--- src/rtl/led_ctl_pkg.sv ---
// Shared types and constants for the LED mode sequencer.
package led_ctl_pkg;

    typedef enum logic [1:0] {
        MODE_CYCLE  = 2'd0,
        MODE_BOUNCE = 2'd1,
        MODE_FILL   = 2'd2,
        MODE_BLINK  = 2'd3
    } mode_e;

    localparam logic [3:0] FILL_MAX  = 4'd8;
    localparam logic [7:0] LED_RESET = 8'h80;

    // Position 0 lights the leftmost LED (bit 7).
    function automatic logic [7:0] pos_onehot(input logic [2:0] p);
        return 8'h80 >> p;
    endfunction

    function automatic logic [7:0] fill_bar(input logic [3:0] l);
        return ~(8'hFF >> l);
    endfunction

endpackage

--- src/rtl/btn_debounce.sv ---
// Push-button conditioner: 2-flop synchronizer, stability counter and a
// one-cycle press pulse on an accepted 1->0 transition of the active-low input.
module btn_debounce #(
    parameter int DEBOUNCE_CYCLES = 65536
) (
    input  logic clk,
    input  logic rst_n,
    input  logic btn_n_i,
    output logic level_o,
    output logic press_o
);

    localparam int CW = $clog2(DEBOUNCE_CYCLES);
    localparam logic [CW-1:0] CNT_MAX = CW'(DEBOUNCE_CYCLES - 1);

    logic          sync1_q, sync2_q;
    logic          level_q, level_d;
    logic          press_q, press_d;
    logic [CW-1:0] cnt_q, cnt_d;

    always_comb begin
        cnt_d   = '0;
        level_d = level_q;
        press_d = 1'b0;
        if (sync2_q != level_q) begin
            if (cnt_q == CNT_MAX) begin
                level_d = sync2_q;
                press_d = ~sync2_q;
            end else begin
                cnt_d = cnt_q + 1'b1;
            end
        end
    end

    // Synchronizer resets to "released" so a sample in flight at reset is dropped.
    always_ff @(posedge clk) begin
        if (!rst_n) begin
            sync1_q <= 1'b1;
            sync2_q <= 1'b1;
            level_q <= 1'b1;
            cnt_q   <= '0;
            press_q <= 1'b0;
        end else begin
            sync1_q <= btn_n_i;
            sync2_q <= sync1_q;
            level_q <= level_d;
            cnt_q   <= cnt_d;
            press_q <= press_d;
        end
    end

    assign level_o = level_q;
    assign press_o = press_q;

endmodule

--- src/rtl/led_mode_controller.sv ---
// 8-LED sequencer: prescaler, mode FSM and CYCLE/BOUNCE/FILL/BLINK patterns.
// Optional PWM dimming when LED_PWM_EN is defined.
module led_mode_controller
    import led_ctl_pkg::*;
#(
    parameter int TICK_BITS       = 23,
    parameter int DEBOUNCE_CYCLES = 65536,
    parameter int DIM_DUTY        = 4
) (
    input  logic       clk,
    input  logic       rst_n,
    input  logic       btn_n,
    input  logic       sw_dir,
    input  logic       sw_hold,
    output logic [7:0] led,
    output logic [1:0] mode,
    output logic       tick
);

    logic                 press;
    logic                 btn_level;
    logic [TICK_BITS-1:0] pre_q, pre_d;
    logic                 tick_q, tick_d;
    mode_e                mode_q, mode_d;
    logic [2:0]           pos_q, pos_d;
    logic [3:0]           lvl_q, lvl_d;
    logic                 bdir_q, bdir_d;
    logic                 phase_q, phase_d;
    logic [7:0]           led_q, led_d;
    logic [7:0]           pat;
    logic                 advance;

    btn_debounce #(.DEBOUNCE_CYCLES(DEBOUNCE_CYCLES)) u_btn (
        .clk     (clk),
        .rst_n   (rst_n),
        .btn_n_i (btn_n),
        .level_o (btn_level),
        .press_o (press)
    );

`ifdef LED_PWM_EN
    logic [3:0] pwm_q, pwm_d;

    assign pwm_d = pwm_q + 4'd1;

    always_ff @(posedge clk) begin
        if (!rst_n) pwm_q <= '0;
        else        pwm_q <= pwm_d;
    end
`endif

    // A press outranks a coincident tick: the mode change resets everything.
    assign advance = tick_q & ~sw_hold & ~press;

    always_comb begin
        pre_d   = pre_q + 1'b1;
        mode_d  = mode_q;
        pos_d   = pos_q;
        lvl_d   = lvl_q;
        bdir_d  = bdir_q;
        phase_d = phase_q;
        if (press) begin
            mode_d  = mode_e'(mode_q + 2'd1);
            pos_d   = '0;
            lvl_d   = '0;
            bdir_d  = 1'b1;
            phase_d = 1'b1;
            pre_d   = '0;
        end else if (advance) begin
            unique case (mode_q)
                MODE_CYCLE:  pos_d = sw_dir ? pos_q + 3'd1 : pos_q - 3'd1;
                MODE_BOUNCE: begin
                    if (bdir_q) begin
                        if (pos_q == 3'd7) begin pos_d = 3'd6; bdir_d = 1'b0; end
                        else               pos_d = pos_q + 3'd1;
                    end else begin
                        if (pos_q == 3'd0) begin pos_d = 3'd1; bdir_d = 1'b1; end
                        else               pos_d = pos_q - 3'd1;
                    end
                end
                MODE_FILL: begin
                    if (sw_dir) lvl_d = (lvl_q >= FILL_MAX) ? 4'd0 : lvl_q + 4'd1;
                    else        lvl_d = (lvl_q == 4'd0) ? FILL_MAX : lvl_q - 4'd1;
                end
                MODE_BLINK:  phase_d = ~phase_q;
            endcase
        end
    end

    // Outputs are built from next state so they are registered yet current.
    always_comb begin
        tick_d = &pre_d;
        unique case (mode_d)
            MODE_CYCLE, MODE_BOUNCE: pat = pos_onehot(pos_d);
            MODE_FILL:               pat = fill_bar(lvl_d);
            MODE_BLINK:              pat = {8{phase_d}};
        endcase
`ifdef LED_PWM_EN
        led_d = pat & {8{({1'b0, pwm_d} < 5'(DIM_DUTY))}};
`else
        led_d = pat;
`endif
    end

    always_ff @(posedge clk) begin
        if (!rst_n) begin
            pre_q   <= '0;
            tick_q  <= 1'b0;
            mode_q  <= MODE_CYCLE;
            pos_q   <= '0;
            lvl_q   <= '0;
            bdir_q  <= 1'b1;
            phase_q <= 1'b1;
            led_q   <= LED_RESET;
        end else begin
            pre_q   <= pre_d;
            tick_q  <= tick_d;
            mode_q  <= mode_d;
            pos_q   <= pos_d;
            lvl_q   <= lvl_d;
            bdir_q  <= bdir_d;
            phase_q <= phase_d;
            led_q   <= led_d;
        end
    end

    assign led  = led_q;
    assign mode = mode_q;
    assign tick = tick_q;

endmodule

--- config.mk ---
export PLATFORM = sky130hd
export DESIGN_NAME = led_mode_controller
export DESIGN_NICKNAME = d
export VERILOG_FILES = /design/src/rtl/led_ctl_pkg.sv /design/src/rtl/btn_debounce.sv /design/src/rtl/led_mode_controller.sv
export SDC_FILE = /design/constraint.sdc
export NUM_CORES = 1
export LEC_CHECK = 0
export CORE_MARGIN = 4
export CORE_UTILIZATION = 45
export CTS_BUF_LIST = sky130_fd_sc_hd__clkbuf_16
export CTS_CLUSTER_SIZE = 20
export DETAILED_ROUTE_END_ITERATION = 8
export MAX_ROUTING_LAYER = met4
export PLACE_DENSITY = 0.66
export SETUP_SLACK_MARGIN = 0.5
export SYNTH_ARGS = -nofsm -noshare
export SYNTH_HDL_FRONTEND = slang
export SYNTH_SLANG_ARGS = --single-unit
--- constraint.sdc ---
create_clock -name clk -period 2.52 [get_ports clk]
set_input_delay 0.504 -clock clk [delete_from_list [all_inputs] [get_ports clk]]
set_output_delay 0.504 -clock clk [all_outputs]
set_load 0.01 [all_outputs]
==> metrics.txt, run 1 <==
Fillers=549; Synth Area in Adders=5.69%; worst setup path class=reg -> reg; CP arrival=2.24 ns; hpwl dp=4.49 mm; die boundary height=90.7 µm; crit path setup slack, layout=0.491 ns; CP Capture Type=flop; CP Data Required Time=2.73 ns; ys flop type=dfxtp_1; slew at the pin closest to its max-slew limit=0.391 ns; clock skew=0.0143 ns; clk sinks=63; final WL=7.12 mm; hold depth=1; Avg Cell Area, Syn=8.60 µm²; Placed Instances=451; final number of setup-violating endpoints=0; drt pass-1 iters=4; non-filler instance count after layout=488; die area=8230 µm²; setup TNS=0 ns; gr usage total=18.0%; peak supply drop=0.330 mV; Final ANT Viol Nets=0; crit path time final=2.03 ns; initial core utilization=47.4%; relative slew slack=73.9%; max-slew violation count=0; Cells after Synth=358; pwr dens=514 nW/µm²; clk buf depth=2; Seq/Total Area, Yosys=41.0%; NumNets Final=426; R2R Path Start=mode[0]$_SDFF_PN0_; clock-pin slew on the worst setup and hold paths=0.06 ns; Rows=29; Die W=90.7 µm; Hold Fails Final Rpt=0; H-tree depth=3; Clock Latency Late Sink=0.33 ns; drt wl/cell=14.6 µm; total gr overflow=0; compound-gate portion of the synthesized area=9.39%; Hold Path Sink=u_btn.sync2_q$_SDFF_PN1_; Post-synth EDFFs=0; period utilisation layout=80.5%; Vias=2644; mux share of post-synthesis cell area=0.650%; Placeable Area=6490 µm²; R2R Setup Slk=0.49 ns; PortBufs=15; Critical Path Source Type=flop; CTS tree=done; leakage power=1.56 nW; commonest non-fill, non-tap cell in the layout=dfxtp_1; post-route DRC violation count=0; syn_nets=377; Crit Path Max Fanout=4; worst hold path type=reg -> reg; # hold bufs at CTS=0; antenna cells=0; Detailed Route Iter0 Violations=117; most frequent cells in the layout=dfxtp_1, nor2_1, buf_4, nand2_1; Hold Startpoint=u_btn.sync1_q$_SDFF_PN1_; largest family of logic cells by synthesized area=simple AND/OR/NAND/NOR gates; RSZ-0062 raised after global routing=yes; flops & latches, synth=63; Root Buffer=clkbuf_16; achievable clock frequency=493 MHz; simple-gate share of the synthesized area=28.6%; pre-CTS WS=-0.0520 ns; Unique masters post-synth=54; Via density=5.42; synth warn=0; Area Growth Syn to Fin=33.3%; number of I/O pins=16; synthesized cell area=3080 µm²; share of layout cells above drive strength 1=24.3%; number of global-route vias before repair=2598; first-pass GRT wire length=11.8 mm; largest net degree at the start of global routing=25; # Max-Cap Violations=0; Synth Area in XOR/XNOR=10.8%; Worst R2R End=led[7]$_SDFF_PN1_; reg2reg path depth=9; CTS Buf Count=9; Placer Congestion=0.838; async set-reset flop share out of synthesis=0%; initial antenna violation count=0; status=finished clean
flip-flops by register name, indices dropped and copies added (netlist names):
name           count
pre_q             23
u_btn.cnt_q       16
led                8
lvl_q              4
pos_q              3
mode               2
bdir_q             1
phase_q            1
tick               1
u_btn.level_o      1
u_btn.press_o      1
u_btn.sync1_q      1
u_btn.sync2_q      1
synthesized netlist by cell type (3+ instances only):
library cell	n	area (µm²)
nand2_1	21	78.8
nand3_1	22	110
nor4_1	8	50.1
xor2_1	20	175
xnor2_1	18	158
clkbuf_1	6	22.5
buf_2	4	20.0
nand4_1	7	43.8
inv_1	20	75.1
o21ai_0	7	35.0
nor3_1	8	40.0
nand2b_1	4	25.0
or3_1	5	31.3
and2_1	3	18.8
nand4b_1	3	26.3
and3_1	8	50.1
dfxtp_1	63	1260
nor3b_1	4	30.0
a21oi_1	13	65.1
ha_1	14	175
nor2b_1	6	37.5
nor2_1	56	210
cell families (layout without fill, tap and decap cells):
group	after synthesis	count (layout)
adder cells (fa/ha/maj)	14	14
flip-flops	63	63
buffers and inverters	31	84
AND/OR/NAND/NOR	168	168
AO/OA/AOI/OAI	42	42
multiplexers	2	2
XOR/XNOR	38	38
layout make-up:
type | instances | area [µm²] | area share, %
clock inverters | 6 | 30.0 | 0.731
well taps | 77 | 96.3 | 2.35
clock buffers | 9 | 225 | 5.49
flip-flops and latches | 63 | 1280 | 31.1
multi-input cells | 264 | 1970 | 48.1
repair buffers | 48 | 410 | 10.0
inverters | 21 | 90.1 | 2.19
worst max-delay path, stage by stage (launching register included):
cell and delay (ns):
dfxtp_4 0.37, inv_6 0.04, buf_4 0.13, ha_4 0.17, or2_4 0.27, and2_4 0.16, a31o_4 0.26, nand3_4 0.12
o221ai_2 0.10, or3_1 0.30
routing by layer:
metal	track usage, %	share of wire, %	wire (µm)	vias up
met5	-	0	0	-
met4	9.31	1.6	112	0
met3	4.58	3.1	218	8
met2	28.4	51	3610	43
met1	21.2	45	3180	1256
li1	-	-	-	1337
what timing repair did:
| action | in CTS | in global routing |
|---|---|---|
| endpoints found under the setup margin | 8 | 24 |
| gates cloned | 0 | 0 |
| pin swaps | 12 | 24 |
| gates resized for setup | 25 | 50 |
| setup buffers | 10 | 12 |
worst max-delay path by stage:
stage	from	endpoint	cells past startpoint
global placement	sw_hold	led[7]$_SDFF_PN1_	7
detailed placement	sw_hold	led[7]$_SDFF_PN1_	7
CTS	pos_q[0]$_SDFF_PN0_	led[7]$_SDFF_PN1_	10
finish	mode[0]$_SDFF_PN0_	led[7]$_SDFF_PN1_	9
floorplan	mode[0]$_SDFF_PN0_	led[7]$_SDFF_PN1_	8
global route	mode[0]$_SDFF_PN0_	led[7]$_SDFF_PN1_	9
per-stage QoR:
| stage | util (%) | hold WS [ns] | total power [mW] | cell area (µm²) |
|---|---|---|---|---|
| 2_1_floorplan | - | 0.386 | 1.06 | 3100 |
| 3_3_place_gp | 52.1 | 0.391 | 1.08 | 3380 |
| 3_5_place_dp | 52.1 | 0.395 | 1.08 | 3380 |
| 4_1_cts | 58.4 | 0.405 | 2.13 | 3790 |
| 5_1_grt | 63.2 | 0.426 | 2.20 | 4110 |
| 6_report | 63.2 | 0.404 | 2.11 | 4110 |
power breakdown:
part           leakage [nW]  internal [mW]  switching [mW]
clock network         0.131          0.645           0.410
registers             0.513          0.999         0.00540
logic                 0.916         0.0194          0.0291
total                  1.56           1.66           0.445
Note: power is estimated with default switching activity, not from simulation.
==> run 2, diff against run 1 <==
Clock period 2.52 ns to 1.9 ns, I/O delays scaled along.
==> run 2 against run 1 <==
Against the previous run:
- the flow now finishes with violations (negative setup slack)
- via count is 10% higher
- total power is 43% higher
- global-route usage is 2.7 points higher
- non-clock buffer count is 41 higher
- sequential cell count stayed put
- clock power is 52% higher
- first-iteration DRC count is 80% higher
- maximum frequency is 0.75% lower
- sequential share of layout area is 4.5 points lower
- worst hold slack better by 0.0028 ns
- clock skew is 0.0060 ns lower
- die area stayed put
- critical path type unchanged
- largest cell class unchanged
- highest routed layer unchanged
==> metrics.txt, run 2 (synthesis results as in run 1) <==
CP Capture Type=flop (unchanged); leakage power=1.94 nW (was 1.56 nW); initial core utilization=47.4% (unchanged); Root Buffer=clkbuf_16 (unchanged); design area=4910 µm² (was 4110 µm²); setup TNS=-0.583 ns (was 0 ns); Via density=5.48 (was 5.42); share of layout cells above drive strength 1=46.0% (was 24.3%); initial antenna violation count=0 (unchanged); # hold bufs at CTS=0 (unchanged); drt pass-1 iters=4 (unchanged); pwr dens=615 nW/µm² (was 514 nW/µm²); clock skew=0.00834 ns (was 0.0143 ns); worst hold path type=reg -> reg (unchanged); Vias=2912 (was 2644); largest net degree at the start of global routing=19 (was 25); failing checks=negative setup slack; total gr overflow=0 (unchanged); Hold WS=0.407 ns (was 0.404 ns); Critical Path Source Type=flop (unchanged); CP arrival=2.25 ns (was 2.24 ns); antenna cells=0 (unchanged); period utilisation layout=108% (was 80.5%); clk buf depth=2 (unchanged); achievable clock frequency=489 MHz (was 493 MHz); status=finished with violations (was finished clean); number of I/O pins=16 (unchanged); post-route DRC violation count=0 (unchanged); Placement Cell Area=3840 µm² (was 3380 µm²); drt wl/cell=16.4 µm (was 14.6 µm); NumNets Final=468 (was 426); pre-CTS WS=-0.511 ns (was -0.0520 ns); Area Growth Syn to Fin=59.6% (was 33.3%); Clock Latency Late Sink=0.33 ns (about the same); hpwl dp=5.03 mm (was 4.49 mm); CTS Buf Count=9 (unchanged); final number of setup-violating endpoints=7 (was 0); PortBufs=15 (unchanged); slew at the pin closest to its max-slew limit=0.507 ns (was 0.391 ns); Die W=90.7 µm (unchanged); Largest Register=pre_q (unchanged); die boundary height=90.7 µm (unchanged); crit path setup slack, layout=-0.144 ns (was 0.491 ns); peak supply drop=0.640 mV (was 0.330 mV); gr usage total=20.7% (was 18.0%); worst setup path class=reg -> reg (unchanged); clk sinks=63 (unchanged); number of global-route vias before repair=2868 (was 2598); Rows=29 (unchanged); CP Data Required Time=2.11 ns (was 2.73 ns); Final ANT Viol Nets=0 (unchanged); first-pass GRT wire length=13.5 mm (was 11.8 mm); # Max-Cap Violations=0 (unchanged); Placeable Area=6490 µm² (unchanged); RSZ-0062 raised after global routing=yes (unchanged); clock-pin slew on the worst setup and hold paths=0.06 ns (about the same); crit path time final=2.04 ns (was 2.03 ns); commonest non-fill, non-tap cell in the layout=buf_4 (was dfxtp_1); final design utilization=75.7% (was 63.2%); H-tree depth=3 (unchanged); Crit Path Max Fanout=3 (was 4); max-slew violation count=0 (unchanged); max reg flops=23 (unchanged); die area=8230 µm² (unchanged); CTS tree=done (unchanged); final WL=8.71 mm (was 7.12 mm); most frequent cells in the layout=buf_4, nor2_1, dfxtp_1, buf_6, xor2_1 (was dfxtp_1, nor2_1, buf_4, nand2_1); Detailed Route Iter0 Violations=211 (was 117); Placer Congestion=0.837 (was 0.838); Hold Fails Final Rpt=0 (unchanged); relative slew slack=66.1% (was 73.9%)
==> run 2: changes by cell type in the layout (fill, tap and decap cells not counted), sizes merged, moves of 2 or more <==
cell / change
buf: +43
clkdlybuf4s50: -11
clkinv: -3
clkinvlp: +2
dlygate4sd2: +8
==> run 2: layout make-up <==
type | instances | area, µm²
multi-input combinational | 265 | 2300
fill | 407 | 1580
sequential | 63 | 1310
timing repair buffer | 89 | 825
clock buffer | 9 | 225
tap | 77 | 96.3
inverter | 21 | 90.1
clock inverter | 7 | 65.1
==> run 2: critical path: stages (launching register included) <==
cell,delay (ns)
dfxtp_4,0.39
inv_4,0.06
ha_4,0.15
or2_4,0.27
and2_4,0.18
a31o_4,0.27
nand3_2,0.09
o221ai_1,0.13
or3_1,0.39
==> run 2: metrics by stage <==
stage | power, mW | cells
6_report | 3.02 | 531
5_1_grt | 3.11 | 531
4_1_cts | 3.04 | 516
3_5_place_dp | 1.44 | 483
3_3_place_gp | 1.44 | 483
2_1_floorplan | 1.41 | 358
==> run 2: metal layers <==
layer	vias to the layer above	track usage (%)	part of all wire (%)
li1	1432	-	-
met1	1388	25.0	43
met2	80	33.2	52
met3	12	4.33	4.5
met4	0	9.31	1.4
met5	-	-	0
==> run 2: worst paths after layout <==
check                           startpoint                       end  slack (ns)  cells past startpoint
setup / recovery        mode[1]$_SDFF_PN0_         led[7]$_SDFF_PN1_       -0.14                      8
hold / removal    u_btn.sync1_q$_SDFF_PN1_  u_btn.sync2_q$_SDFF_PN1_        0.41                      1
setup reg to reg        mode[1]$_SDFF_PN0_         led[7]$_SDFF_PN1_       -0.14                      8
hold reg to reg   u_btn.sync1_q$_SDFF_PN1_  u_btn.sync2_q$_SDFF_PN1_        0.41                      1
==> run 2: what timing repair did <==
| action | CTS | global route |
|---|---|---|
| buffers inserted | 16 | 14 |
| setup endpoints to repair | 58 | 57 |
| gates cloned | 1 | 1 |
| resized for setup | 95 | 64 |
| pin swaps | 35 | 40 |
==> run 2: power breakdown <==
group	switching, mW	internal [mW]	leakage [nW]
sequential	0.00815	1.32	0.522
clock	0.591	1.00	0.143
combinational	0.0534	0.0439	1.27
